**src/rtl/seqdet_pkg.sv**
```systemverilog
// Shared constants and helpers for the multi-pattern serial sequence detector.
package seqdet_pkg;

  localparam int unsigned DefSeqW   = 8;
  localparam int unsigned DefNumPat = 4;

  // Per-pattern match counters stick here instead of wrapping.
  localparam logic [15:0] CntMax = 16'hFFFF;

  function automatic int unsigned clog2(input int unsigned value);
    int unsigned v;
    int unsigned r;
    v = (value > 0) ? value - 1 : 0;
    r = 0;
    while (v > 0) begin
      r = r + 1;
      v = v >> 1;
    end
    return r;
  endfunction

endpackage

```
**src/rtl/seqdet_cmp.sv**
```systemverilog
// One pattern slot: programmable pattern/mask/enable, masked compare and registered match.
// SEQDET_MATCH_CNT_EN adds a saturating per-pattern match counter.
module seqdet_cmp
  import seqdet_pkg::*;
#(
  parameter int unsigned SEQ_W = DefSeqW
) (
  input  logic             clk_i,
  input  logic             rst_ni,
  input  logic             sample_i,
  input  logic             full_i,
  input  logic [SEQ_W-1:0] hist_i,
  input  logic             wr_i,
  input  logic [SEQ_W-1:0] pat_i,
  input  logic [SEQ_W-1:0] mask_i,
  input  logic             en_i,
  output logic             hit_o,
  output logic             match_o
`ifdef SEQDET_MATCH_CNT_EN
  ,
  output logic [15:0]      cnt_o
`endif
);

  logic [SEQ_W-1:0] pat_q, mask_q;
  logic             en_q, match_q;

  // Compared against the registers as they stood before this edge's write.
  assign hit_o   = sample_i && en_q && full_i && (((hist_i ^ pat_q) & mask_q) == '0);
  assign match_o = match_q;

  always_ff @(posedge clk_i) begin
    if (!rst_ni) begin
      pat_q   <= '0;
      mask_q  <= '0;
      en_q    <= 1'b0;
      match_q <= 1'b0;
    end else begin
      match_q <= hit_o;
      if (wr_i) begin
        pat_q  <= pat_i;
        mask_q <= mask_i;
        en_q   <= en_i;
      end
    end
  end

`ifdef SEQDET_MATCH_CNT_EN
  logic [15:0] cnt_q;

  always_ff @(posedge clk_i) begin
    if (!rst_ni) begin
      cnt_q <= '0;
    end else if (wr_i) begin
      cnt_q <= '0;
    end else if (hit_o && (cnt_q != CntMax)) begin
      cnt_q <= cnt_q + 16'd1;
    end
  end

  assign cnt_o = cnt_q;
`endif

endmodule

```
**src/rtl/seqdet_multi.sv**
```systemverilog
// Serial multi-pattern detector: shared history and fill counter feeding NUM_PAT compare slots.
// Optional SEQDET_MATCH_CNT_EN exposes per-pattern saturating match counters.
module seqdet_multi
  import seqdet_pkg::*;
#(
  parameter int unsigned SEQ_W   = DefSeqW,
  parameter int unsigned NUM_PAT = DefNumPat,
  parameter int unsigned SEL_W   = 2
) (
  input  logic               clk,
  input  logic               reset,
  input  logic               in_bit,
  input  logic               in_valid,
  input  logic               ovl_en,
  input  logic               seq_wr,
  input  logic [SEL_W-1:0]   seq_sel,
  input  logic [SEQ_W-1:0]   seq_in,
  input  logic [SEQ_W-1:0]   mask_in,
  input  logic               pat_en_in,
  output logic [NUM_PAT-1:0] match,
  output logic               match_any
`ifdef SEQDET_MATCH_CNT_EN
  ,
  output logic [NUM_PAT*16-1:0] match_cnt
`endif
);

  localparam int unsigned     FillW    = clog2(SEQ_W + 1);
  localparam logic [FillW-1:0] FillFull = FillW'(SEQ_W);

  logic [SEQ_W-1:0]   hist_q, hist_d, hist_next;
  logic [FillW-1:0]   fill_q, fill_d, fill_next;
  logic               full_next;
  logic [NUM_PAT-1:0] hit;

  always_comb begin
    hist_next = {hist_q[SEQ_W-2:0], in_bit};
    fill_next = (fill_q == FillFull) ? fill_q : fill_q + FillW'(1);
    full_next = (fill_next == FillFull);
    hist_d    = hist_q;
    fill_d    = fill_q;
    if (in_valid) begin
      hist_d = hist_next;
      // Non-overlapping mode: any hit forces every pattern to wait for SEQ_W fresh bits.
      fill_d = (!ovl_en && (|hit)) ? '0 : fill_next;
    end
  end

  always_ff @(posedge clk) begin
    if (!reset) begin
      hist_q <= '0;
      fill_q <= '0;
    end else begin
      hist_q <= hist_d;
      fill_q <= fill_d;
    end
  end

  for (genvar p = 0; p < NUM_PAT; p++) begin : g_pat
    logic wr;
    // Out-of-range selects match no slot, so the write is dropped.
    assign wr = seq_wr && (seq_sel == SEL_W'(p));

    seqdet_cmp #(
      .SEQ_W(SEQ_W)
    ) u_cmp (
      .clk_i   (clk),
      .rst_ni  (reset),
      .sample_i(in_valid),
      .full_i  (full_next),
      .hist_i  (hist_next),
      .wr_i    (wr),
      .pat_i   (seq_in),
      .mask_i  (mask_in),
      .en_i    (pat_en_in),
      .hit_o   (hit[p]),
      .match_o (match[p])
`ifdef SEQDET_MATCH_CNT_EN
      ,
      .cnt_o   (match_cnt[p*16 +: 16])
`endif
    );
  end

  assign match_any = |match;

endmodule

```
**config.mk**
```make
export PLATFORM = sky130hd
export DESIGN_NAME = seqdet_multi
export DESIGN_NICKNAME = d
export VERILOG_FILES = /design/src/rtl/seqdet_pkg.sv /design/src/rtl/seqdet_cmp.sv /design/src/rtl/seqdet_multi.sv
export SDC_FILE = /design/constraint.sdc
export NUM_CORES = 1
export LEC_CHECK = 0
export ABC_AREA = 1
export CAP_MARGIN = 20
export CORE_MARGIN = 1.5
export CORE_UTILIZATION = 62
export CTS_CLUSTER_SIZE = 24
export DETAILED_ROUTE_END_ITERATION = 8
export GPL_ROUTABILITY_DRIVEN = 1
export HOLD_SLACK_MARGIN = 0.08
export PLACE_DENSITY = 0.83
export SYNTH_ARGS = -nofsm -noshare
export SYNTH_HDL_FRONTEND = slang
export SYNTH_SLANG_ARGS = --single-unit
```
**constraint.sdc**
```tcl
create_clock -name clk -period 5.2 [get_ports clk]
set_clock_uncertainty 0.15 [all_clocks]
set_input_delay 0.52 -clock clk [delete_from_list [all_inputs] [get_ports clk]]
set_output_delay 0.52 -clock clk [all_outputs]
set_load 0.01 [all_outputs]
```
==> qor.csv <==
stage;metric;value;unit
cells_and_area;synthesis-to-finish area growth;12.8;%
setup_path;Critical Path, Cell by Cell;clkdlybuf4s50_1 > nor2_1 > nand2_1 > clkinv_1 > nor2_1 > nor2_1;
drt;count of vias placed by the detailed router;3564;
cells_and_area;number of inserted filler cells in the final layout;463;
global_route;initial antenna violation count;0;
cells_and_area;final antenna diode count;0;
cells_and_area;Core Util, Final;0.741;
clocking;hold-fix buffers at CTS;0;
sta;final sum of negative setup slack;0;ps
global_route;largest net degree at the start of global routing;43;
sta;pin slew with the least headroom to its limit;917;ps
synth;post-synthesis cell area;3680;sq um
cells_and_area;commonest non-fill, non-tap cells in the layout;nand2_1, dfxtp_1, o21ai_0, nor2_1, inv_1;
sta;endpoints failing hold;0;
setup_path;reg2reg end;fill_q[3];
global_route;Global Route Usage Sum;0.301;
drt;DRC violation count after routing;0;
floorplanning;Die Width;80.1;um
power_and_ir_drop;Design Power;1.29;mW
floorplanning;die height;80.1;um
clocking;maximum buffer depth of the clock tree;2;
setup_path;Max Fanout on Critical Path;26;
clocking;Reg clk slew, reported paths;90;ps
drt;total length of routed wires;9070;um
sta;worst rel slew slack;0.387;
worst_hold_path;hold-critical path endpoint;g_pat[3].u_cmp.mask_q[6];
synth;share of synthesized area occupied by flip-flops and latches;0.451;
placement;instance area at placement;3960;sq um
setup_path;dominant delay contributor by cell family on the critical path;buffers and inverters;
synth;most frequently used flop master after synthesis;dfxtp_1;
setup_path;CP dominant cell by count;nor2_1;
power_and_ir_drop;pwr/cell area;311;nW/um^2
drt;met2 wirelength from detailed routing;4310;um
sta;Max Freq;0.400;GHz
floorplanning;starting density of the core;0.657;
global_route;wire length of the first global-routing pass;14600;um
clocking;clock insertion delay at the later pin of the skew report;370;ps
clocking;Inserted Clock Buffers;9;
synth;number of synthesized flops with an enable pin;0;
drt;met1 routed wirelength after detailed routing;4000;um
drt;amount of wire on met3 after detailed routing;608;um
synth;instance count of the mapped netlist;541;
floorplanning;full die area;6410;sq um
cells_and_area;fin nets;587;
power_and_ir_drop;leakage component of the power;1.83;nW
setup_path;depth of the worst register-to-register path;12;
synth;Yosys reg bits;83;
sta;total setup violations reported at the end of the flow;0;
worst_hold_path;class of the worst hold path;reg -> reg;
synth;share of synthesized registers carrying an async set or reset;0;
placement;final RePlAce weighted congestion;0.906;
status;run status;finished clean;
floorplanning;cell row count;27;
drt;Detailed Routing Iterations Pass 1;6;
clocking;count of buffers added by post-CTS timing repair for setup;0;
setup_path;Slowest-stage cell, CP;nand2_1;
drt;Max Used Layer;met4;
drt;Initial DRC Count;355;
global_route;sum of overflow across all layers after global routing;0;
sta;number of slew-limit violations in the final report;0;
setup_path;Arrival @ worst endpoint;2600;ps
cells_and_area;fraction of final layout cells sized beyond drive strength 1;0.0442;
clocking;clock tree from TritonCTS;done;
clocking;CTS sink cnt;83;
floorplanning;core footprint;5610;sq um
setup_path;startpoint of the worst register-to-register path;fill_q[0];
clocking;buffer cell driving the clock tree root;clkbuf_8;
sta;shortest period the worst path allows;2500;ps
placement;input/output buffers;29;
drt;average wire length per cell after detail routing;14.2;um
worst_hold_path;number of stages on the worst hold path;2;
synth;Syn. warnings;0;
synth;Post-Synthesis Net Count;568;
sta;RSZ-0062 raised after global routing;no;
run;number of max-cap violations;0;
placement;HPWL after detailed placement;6140;um
setup_path;startpoint kind of the worst setup timing path;input pin;
global_route;number of global-route vias before repair;3106;
setup_path;nature of the critical path endpoint;flop;
power_and_ir_drop;Worst IR Drop VDD;0.216;mV
setup_path;data required time at the worst endpoint;5300;ps
setup_path;category of the critical setup timing path;in -> reg;
drt;Routed Antenna Nets;0;
drt;via-per-instance ratio;5.59;
clocking;quantity of gates resized following cts;0;
sta;fraction of the cycle the final worst path needs;0.481;
setup_path;count of buffer and inverter cells on the critical path;2;
cells_and_area;most common library cell in the layout ignoring fill and taps;nand2_1;
cells_and_area;Non-Filler Cell Area, Final;4160;sq um
synth;mean cell area of the mapped netlist;6.81;sq um
setup_path;peak per-stage delay on the critical path;620;ps
floorplanning;Boundary Pins;30;
synth;post-synthesis cell type count;24;
clocking;number of levels the H-tree was split into;3;
worst_hold_path;startpoint of the most critical hold path;g_pat[3].u_cmp.mask_q[6];
setup_path;worst setup slack for register-to-register paths;3180;ps
[layout make-up]
cell class / count / area (sq um) / share of cell area
clock buffer: 11 / 141 / 0.0340
clock inverter: 5 / 52.6 / 0.0126
inverter: 62 / 233 / 0.0560
multi-input combinational: 373 / 1680 / 0.404
sequential: 83 / 1660 / 0.400
tap: 72 / 90.1 / 0.0217
timing repair buffer: 31 / 300 / 0.0722
[power breakdown]
part | switching (mW) | internal, mW
clock network | 0.233 | 0.233
registers | 0.0211 | 0.667
logic | 0.0874 | 0.0518
total | 0.342 | 0.952
[per-layer routing]
metal | track usage | vias to the layer above
li1 | - | 1782
met4 | 0.117 | 0
met1 | 0.397 | 1621
met5 | 0 | -
met3 | 0.0557 | 16
met2 | 0.487 | 145
[worst max-delay path by stage]
stage | startpoint | endpoint | slack (ps) | cells after the start
2_1_floorplan | fill_q[0] | fill_q[3] | 3550 | 12
3_3_place_gp | seq_sel[1] | g_pat[0].u_cmp.mask_q[1] | 2450 | 6
3_5_place_dp | seq_sel[1] | g_pat[0].u_cmp.mask_q[0] | 2350 | 6
4_1_cts | seq_sel[1] | g_pat[0].u_cmp.mask_q[0] | 2720 | 6
5_1_grt | seq_sel[1] | g_pat[0].u_cmp.mask_q[3] | 2480 | 6
6_report | seq_sel[1] | g_pat[0].u_cmp.mask_q[0] | 2700 | 6
[cells in the mapped netlist, drive strengths merged (2+ instances only)]
master / instances / area share
buf: 8 / 0.015
a21oi: 52 / 0.072
inv: 61 / 0.062
nand2: 114 / 0.12
nand4: 3 / 0.0051
o21ai: 75 / 0.10
clkbuf: 15 / 0.015
nor4: 3 / 0.0051
nor2: 76 / 0.080
dfxtp: 83 / 0.45
ha: 2 / 0.0068
nand3: 43 / 0.060
[worst reg2reg max path: cells and delay by family (launching register included)]
kind | cells | cell delay [ps]
AO/OA/AOI/OAI | 1 | 50
adder cells (fa/ha/maj) | 1 | 230
buffers and inverters | 1 | 90
flip-flops | 1 | 440
AND/OR/NAND/NOR | 9 | 950
[flip-flops by register name, indices dropped and copies added (netlist names)]
| name | count |
|---|---|
| g_pat.u_cmp.en_q | 4 |
| g_pat.u_cmp.match_o | 4 |
| fill_q | 4 |
| g_pat.u_cmp.pat_q | 32 |
| g_pat.u_cmp.mask_q | 32 |
| hist_q | 7 |
[through the flow]
step	hold slack, ps	std cells	setup WS, ps
finish	301	637	2700
global route	319	637	2480
CTS	304	637	2720
detailed placement	291	621	2350
global placement	283	621	2450
floorplan	274	541	3550
[cells by family (layout without fill, tap and decap cells)]
family / Yosys count / after routing / synth area share
simple gates: 244 / 244 / 0.275
flops: 83 / 83 / 0.451
buf+inv: 85 / 109 / 0.0937
compound gates: 127 / 127 / 0.174
fa+ha+maj: 2 / 2 / 0.00679
No activity file was read; power rests on OpenSTA's default activity.
